## src/rtl/c_xbar_conn_ctrl_pkg.sv

```systemverilog
// Shared constants and helpers for the crossbar connection controller.
// Provides the reset-type encodings and the clogb width helper.
package c_xbar_conn_ctrl_pkg;

    localparam int RESET_TYPE_ASYNC = 0;
    localparam int RESET_TYPE_SYNC  = 1;

    function automatic int clogb(input int value);
        int r;
        r = 0;
        for (int k = 0; k < 31; k++) begin
            if ((1 << k) < value) begin
                r = k + 1;
            end
        end
        return (r < 1) ? 1 : r;
    endfunction

endpackage

```

## src/rtl/c_xbar_conn_port.sv

```systemverilog
// Per-input connection tracker: IDLE/CONN state, held destination,
// request row decode and transfer acknowledge.
module c_xbar_conn_port
    import c_xbar_conn_ctrl_pkg::*;
#(
    parameter int num_ports = 8,
    parameter int idx_w     = clogb(num_ports)
) (
    input  logic                 clk,
    input  logic                 reset,
    input  logic                 active,
    input  logic                 valid,
    input  logic                 head,
    input  logic                 tail,
    input  logic [idx_w-1:0]     dest,
    input  logic [num_ports-1:0] out_ready,
    input  logic [num_ports-1:0] lock,
    input  logic [num_ports-1:0] gnt,
    output logic [num_ports-1:0] req,
    output logic [num_ports-1:0] sel,
    output logic                 ack,
    output logic                 conn,
    output logic [idx_w-1:0]     conn_dest
);

    typedef enum logic {IDLE, CONN} state_t;

    state_t               state;
    logic [num_ports-1:0] dec;
    logic [num_ports-1:0] cdec;
    logic                 take;

    // One-hot decodes; an out-of-range index simply matches no column.
    always_comb begin
        dec  = '0;
        cdec = '0;
        for (int j = 0; j < num_ports; j++) begin
            dec[j]  = (dest == idx_w'(j));
            cdec[j] = (conn_dest == idx_w'(j));
        end
    end

    always_comb begin
        req  = '0;
        sel  = '0;
        ack  = 1'b0;
        take = 1'b0;
        if (state == IDLE) begin
            if (valid && head) begin
                req = dec & out_ready & ~lock;
            end
            take = |(req & gnt);
            if (take) begin
                sel = req;
                ack = 1'b1;
            end
        end else if (valid && |(cdec & out_ready)) begin
            sel = cdec;
            ack = 1'b1;
        end
    end

    assign conn = (state == CONN);

    always_ff @(posedge clk or posedge reset) begin
        if (reset) begin
            state     <= IDLE;
            conn_dest <= '0;
        end else if (active) begin
            unique case (state)
                IDLE: begin
                    if (take && !tail) begin
                        state     <= CONN;
                        conn_dest <= dest;
                    end
                end
                CONN: begin
                    if (ack && tail) begin
                        state <= IDLE;
                    end
                end
                default: state <= IDLE;
            endcase
        end
    end

endmodule

```

## src/rtl/c_xbar_conn_ctrl.sv

```systemverilog
// Packet connection controller in front of an external switch allocator;
// holds granted input-to-output paths until the tail flit crosses.
module c_xbar_conn_ctrl
    import c_xbar_conn_ctrl_pkg::*;
#(
    parameter int num_ports = 8
) (
    input  logic                                  clk,
    input  logic                                  reset,
    input  logic                                  active,
    input  logic [num_ports-1:0]                  req_valid,
    input  logic [num_ports-1:0]                  req_head,
    input  logic [num_ports-1:0]                  req_tail,
    input  logic [num_ports*clogb(num_ports)-1:0] req_dest,
    input  logic [num_ports-1:0]                  out_ready,
    output logic [num_ports*num_ports-1:0]        alloc_req,
    input  logic [num_ports*num_ports-1:0]        alloc_gnt,
    output logic                                  alloc_update,
    output logic [num_ports*num_ports-1:0]        xbar_sel,
    output logic [num_ports-1:0]                  in_ack
);

    localparam int port_idx_width = clogb(num_ports);

    logic [num_ports-1:0]      conn;
    logic [port_idx_width-1:0] conn_dest [num_ports];
    logic [num_ports-1:0]      lock;

    // Locks come from registered state only, so a released output is
    // grantable the cycle after its tail, never the same cycle.
    always_comb begin
        lock = '0;
        for (int i = 0; i < num_ports; i++) begin
            for (int j = 0; j < num_ports; j++) begin
                if (conn[i] && conn_dest[i] == port_idx_width'(j)) begin
                    lock[j] = 1'b1;
                end
            end
        end
    end

    assign alloc_update = active & (|alloc_gnt);

    for (genvar i = 0; i < num_ports; i++) begin : g_port
        c_xbar_conn_port #(
            .num_ports (num_ports),
            .idx_w     (port_idx_width)
        ) u_port (
            .clk       (clk),
            .reset     (reset),
            .active    (active),
            .valid     (req_valid[i]),
            .head      (req_head[i]),
            .tail      (req_tail[i]),
            .dest      (req_dest[i*port_idx_width +: port_idx_width]),
            .out_ready (out_ready),
            .lock      (lock),
            .gnt       (alloc_gnt[i*num_ports +: num_ports] & ~lock),
            .req       (alloc_req[i*num_ports +: num_ports]),
            .sel       (xbar_sel[i*num_ports +: num_ports]),
            .ack       (in_ack[i]),
            .conn      (conn[i]),
            .conn_dest (conn_dest[i])
        );
    end

endmodule

```

## config.mk

```make
export PLATFORM = sky130hd
export DESIGN_NAME = c_xbar_conn_ctrl
export DESIGN_NICKNAME = d
export VERILOG_FILES = /design/src/rtl/c_xbar_conn_ctrl_pkg.sv /design/src/rtl/c_xbar_conn_port.sv /design/src/rtl/c_xbar_conn_ctrl.sv
export SDC_FILE = /design/constraint.sdc
export NUM_CORES = 1
export LEC_CHECK = 0
export CAP_MARGIN = 15
export CORE_MARGIN = 10
export CORE_UTILIZATION = 50
export CTS_CLUSTER_SIZE = 25
export DETAILED_ROUTE_END_ITERATION = 7
export PLACE_DENSITY = 0.89
export SLEW_MARGIN = 20
export SYNTH_ARGS = -nofsm -noshare
export SYNTH_HDL_FRONTEND = slang
export SYNTH_HIERARCHICAL = 1
export SYNTH_SLANG_ARGS = --single-unit
export TNS_END_PERCENT = 20
```

## constraint.sdc

```tcl
create_clock -name clk -period 5.6 [get_ports clk]
set_clock_uncertainty 0.2 [all_clocks]
set_input_delay 1.12 -clock clk [delete_from_list [all_inputs] [get_ports clk]]
set_output_delay 1.12 -clock clk [all_outputs]
set_load 0.01 [all_outputs]
```

==> summary.md <==
| Metric | Value |
|---|---|
| GRT overflow | 0 |
| RSZ-0062 raised after global routing | false |
| Register-to-register setup slack | about 2.0 ns |
| Post-synth ARST share | 100.0% |
| Yosys reg bits | 32 |
| Dpl cell area | around 9500 sq um |
| Initial core utilization | between 50 and 60% |
| RePlAce Congestion | 1.004 |
| Port bufs | around 260 |
| Worst flop-to-flop path startpoint | g_port[1].u_port/conn_dest[0] |
| # DRC | 0 |
| Worst path arrival time | between 4 and 5 ns |
| # hold bufs at CTS | 0 |
| CP max FO | 15 |
| Die Ht | 137.7 microns |
| Initial DRT Pass Iterations | 6 |
| Largest net degree at the start of global routing | 26 |
| Critical path type | register to primary output |
| Cell Area, Synth | around 7000 sq um |
| Vias | ~8,600 |
| Die width | roughly 140 microns |
| Synth top area share | 11.55% |
| CTS root buf | clkbuf_16 |
| Fmax | 185.2 MHz |
| Routed WL per cell | 23.64 microns |
| Clock Sinks | 32 |
| Startpoint Class | register |
| Critical Path End Type | primary output |
| Maximum Capacitance Violations | 0 |
| GRT met3 Usage | under 10% |
| Cell Count Post-Placement | about 1,300 |
| Min-delay src | g_port[3].u_port/conn |
| Routed wire length | between 30,000 and 40,000 microns |
| Area contributors post-synth | dfrtp_1 12%, and2_1 5.8%, inv_1 5.6%, nor2b_1 5.4%, mux4_2 5.2% |
| Site Rows | 42 |
| GR Util met2 | 48.99% |
| Final Slew Violations | 0 |
| Syn nets | a little over 1,000 |
| Nets | 1,260 |
| Worst Tran Pin Value | 0.9023 ns |
| Vias in the first global route | about 8,400 |
| Clock slew at reported path FFs | approximately 0.060 ns |
| Synth warn | 6 |
| H-tree Lvls | 2 |
| Crit Reg-Reg Endpoint | g_port[3].u_port/conn_dest[1] |
| Core area | about 13,000 sq um |
| Antenna violations before repair | 0 |
| Area grow syn2layout | 39.28% |
| CTS tree | done |
| Final setup vio count | 0 |
| First-pass GRT wire length | approximately 46,000 microns |
| Tcrit/Tclk final | 96.44% |
| Antenna viol nets, final | 0 |
| Post-CTS sizing | 0 |
| Post-CTS Setup Inserts | 0 |
| Global-route usage over all layers | a little under a third |
| Main synth FF type | dfrtp_1 |
| Final non-filler cell total | 1,316 |
| Mean Syn Cell Area | around 7.7 sq um |
| Shortest clock period the worst path allows after layout | about 5.4 ns |
| Worst endpoint required time | between 4 and 5 ns |
| Final Hold Viols | 0 |
| Register area share after synthesis | 11.55% |
| PD cells | 130.6 nW/um^2 |
| Fin Setup TNS | 0 ns |
| CTS Buf Count | 5 |
| Most used routing layer | met2 |
| Worst r2r path cells | 9 |
| Via density | approximately 6.5 |
| Peak supply drop | between 0.1 and 0.15 mV |
| Die area | around 19,000 sq um |
| Clock tree buffer depth | 2 |
| Number of flops mapped to enable cells by yosys | 0 |
| Worst hold stages | 2 |
| Run status | complete, no violations |
| Hold endpoint | g_port[3].u_port/conn |
| Yosys top cell by area | dfrtp_1 |
| Slew headroom | roughly 40% |
| Post-Synthesis Cells | between 900 and 1,000 |
| 1st-iter DRT viols | 1,075 |
| Hold crit path type | register to register |
| Leak | between 4 and 5 nW |
| Share of cells above drive strength 1 | roughly 15% |
| I/O pin cnt | 260 |
| Yosys cell types | 46 |
| DP HPWL | approximately 24,000 microns |
| Met1 usage | a little under two fifths |
| Clock latency on the worst-skew pair | 0.28 ns |
| Fin area | about 9700 sq um |
area by class of cell:
type | count | area [sq um]
inverters | 104 | 390.4
well taps | 176 | 220.2
clock inverters | 1 | 7.507
multi-input cells | 725 | 5420
fillers | 1093 | 3746
diodes | 2 | 5.005
repair buffers | 269 | 2668
clock buffers | 7 | 142.6
flip-flops and latches | 32 | 800.8
metrics by stage:
stage               worst slack [ns]  util, %  hold WS (ns)  power, mW
floorplan                      2.001        -        0.3940     0.6839
global placement              0.4761    70.89        0.4680     0.9406
detailed placement            0.4650    70.89        0.4749     0.9499
CTS                           0.3723    72.01        0.4921      1.235
global route                  0.1024    72.01        0.5489      1.301
finish                        0.1994    72.04        0.5018      1.261
worst max-delay path by stage:
stage / start / endpoint / slack (ns) / cells past startpoint
final: g_port[5].u_port/conn_dest[0] / xbar_sel[36] / 0.20 / 10
after global routing: g_port[7].u_port/conn_dest[0] / xbar_sel[36] / 0.10 / 10
after CTS: g_port[1].u_port/conn_dest[0] / xbar_sel[36] / 0.37 / 10
after detailed placement: out_ready[1] / in_ack[0] / 0.46 / 7
after global placement: out_ready[1] / in_ack[0] / 0.48 / 7
after floorplan: g_port[6].u_port/conn / xbar_sel[10] / 2.00 / 10
layer usage:
layer,part of all wire [%],vias to the layer above
met2,46,656
met4,3.8,0
met3,14,95
met5,0,-
met1,36,4025
li1,-,3831
cell usage after synthesis (10+ instances only):
master,number
a31oi_1,12
nand3b_1,16
a21oi_2,24
or2_2,11
nand4b_1,24
mux2_2,24
a32oi_1,24
o21ai_0,56
mux4_2,16
nor3b_1,24
nand2_1,76
buf_2,28
nor4_1,16
nor2b_1,60
and3_1,16
o32ai_1,10
dfrtp_1,32
nand3_1,64
nand4_1,12
nor2_1,20
and4b_1,12
buf_6,16
inv_1,104
and2_1,64
a21oi_1,12
nor4b_1,12
cell usage in the layout (no fill, tap or decap), drive strengths merged, types with 10 or more instances in the layout:
master and count:
and3 16, a21oi 36, nand3b 16, o21ai 64
and4 12, nand3 72, nand4 12, dfrtp 32
or2 12, nand4b 24, nor2b 60, nor2 20
nor4 20, o32ai 16, nor3b 24, a32oi 24
a31oi 20, nor4b 20, and4b 20, nand2 76
mux2 24, buf 10, mux4 16, and2 64
inv 104, clkdlybuf4s50 259
cell families (layout without fill, tap and decap cells):
logic type | after synthesis | count (layout) | synth area share [%]
compound gates | 185 | 185 | 21.82
buf+inv | 148 | 381 | 10.25
flops | 32 | 32 | 11.55
mux | 40 | 40 | 9.098
other cells | 0 | 2 | 0
simple gates | 500 | 500 | 47.27
where the power goes:
group          internal, mW  switching [mW]  total (mW)
logic                 0.297           0.370       0.667
registers             0.246          0.0634       0.310
clock network         0.177           0.107       0.284
total                 0.720           0.541        1.26
sequential cells by signal, summed over array words and instances, names as in the netlist:
| signal | count |
|---|---|
| g_port.u_port/conn_dest | 24 |
| g_port.u_port/conn | 8 |
critical path, cell delays in order (launching register included):
cell             delay [ns]
dfrtp_1                0.71
or2_2                  0.22
o32ai_1                0.11
nor4_4                 0.71
inv_1                  0.47
nor2b_1                0.25
nand3_1                0.11
nand3_2                0.12
a22oi_4                0.13
o21ai_0                0.34
clkdlybuf4s50_1        0.62
No activity file was read; power rests on OpenSTA's default activity.
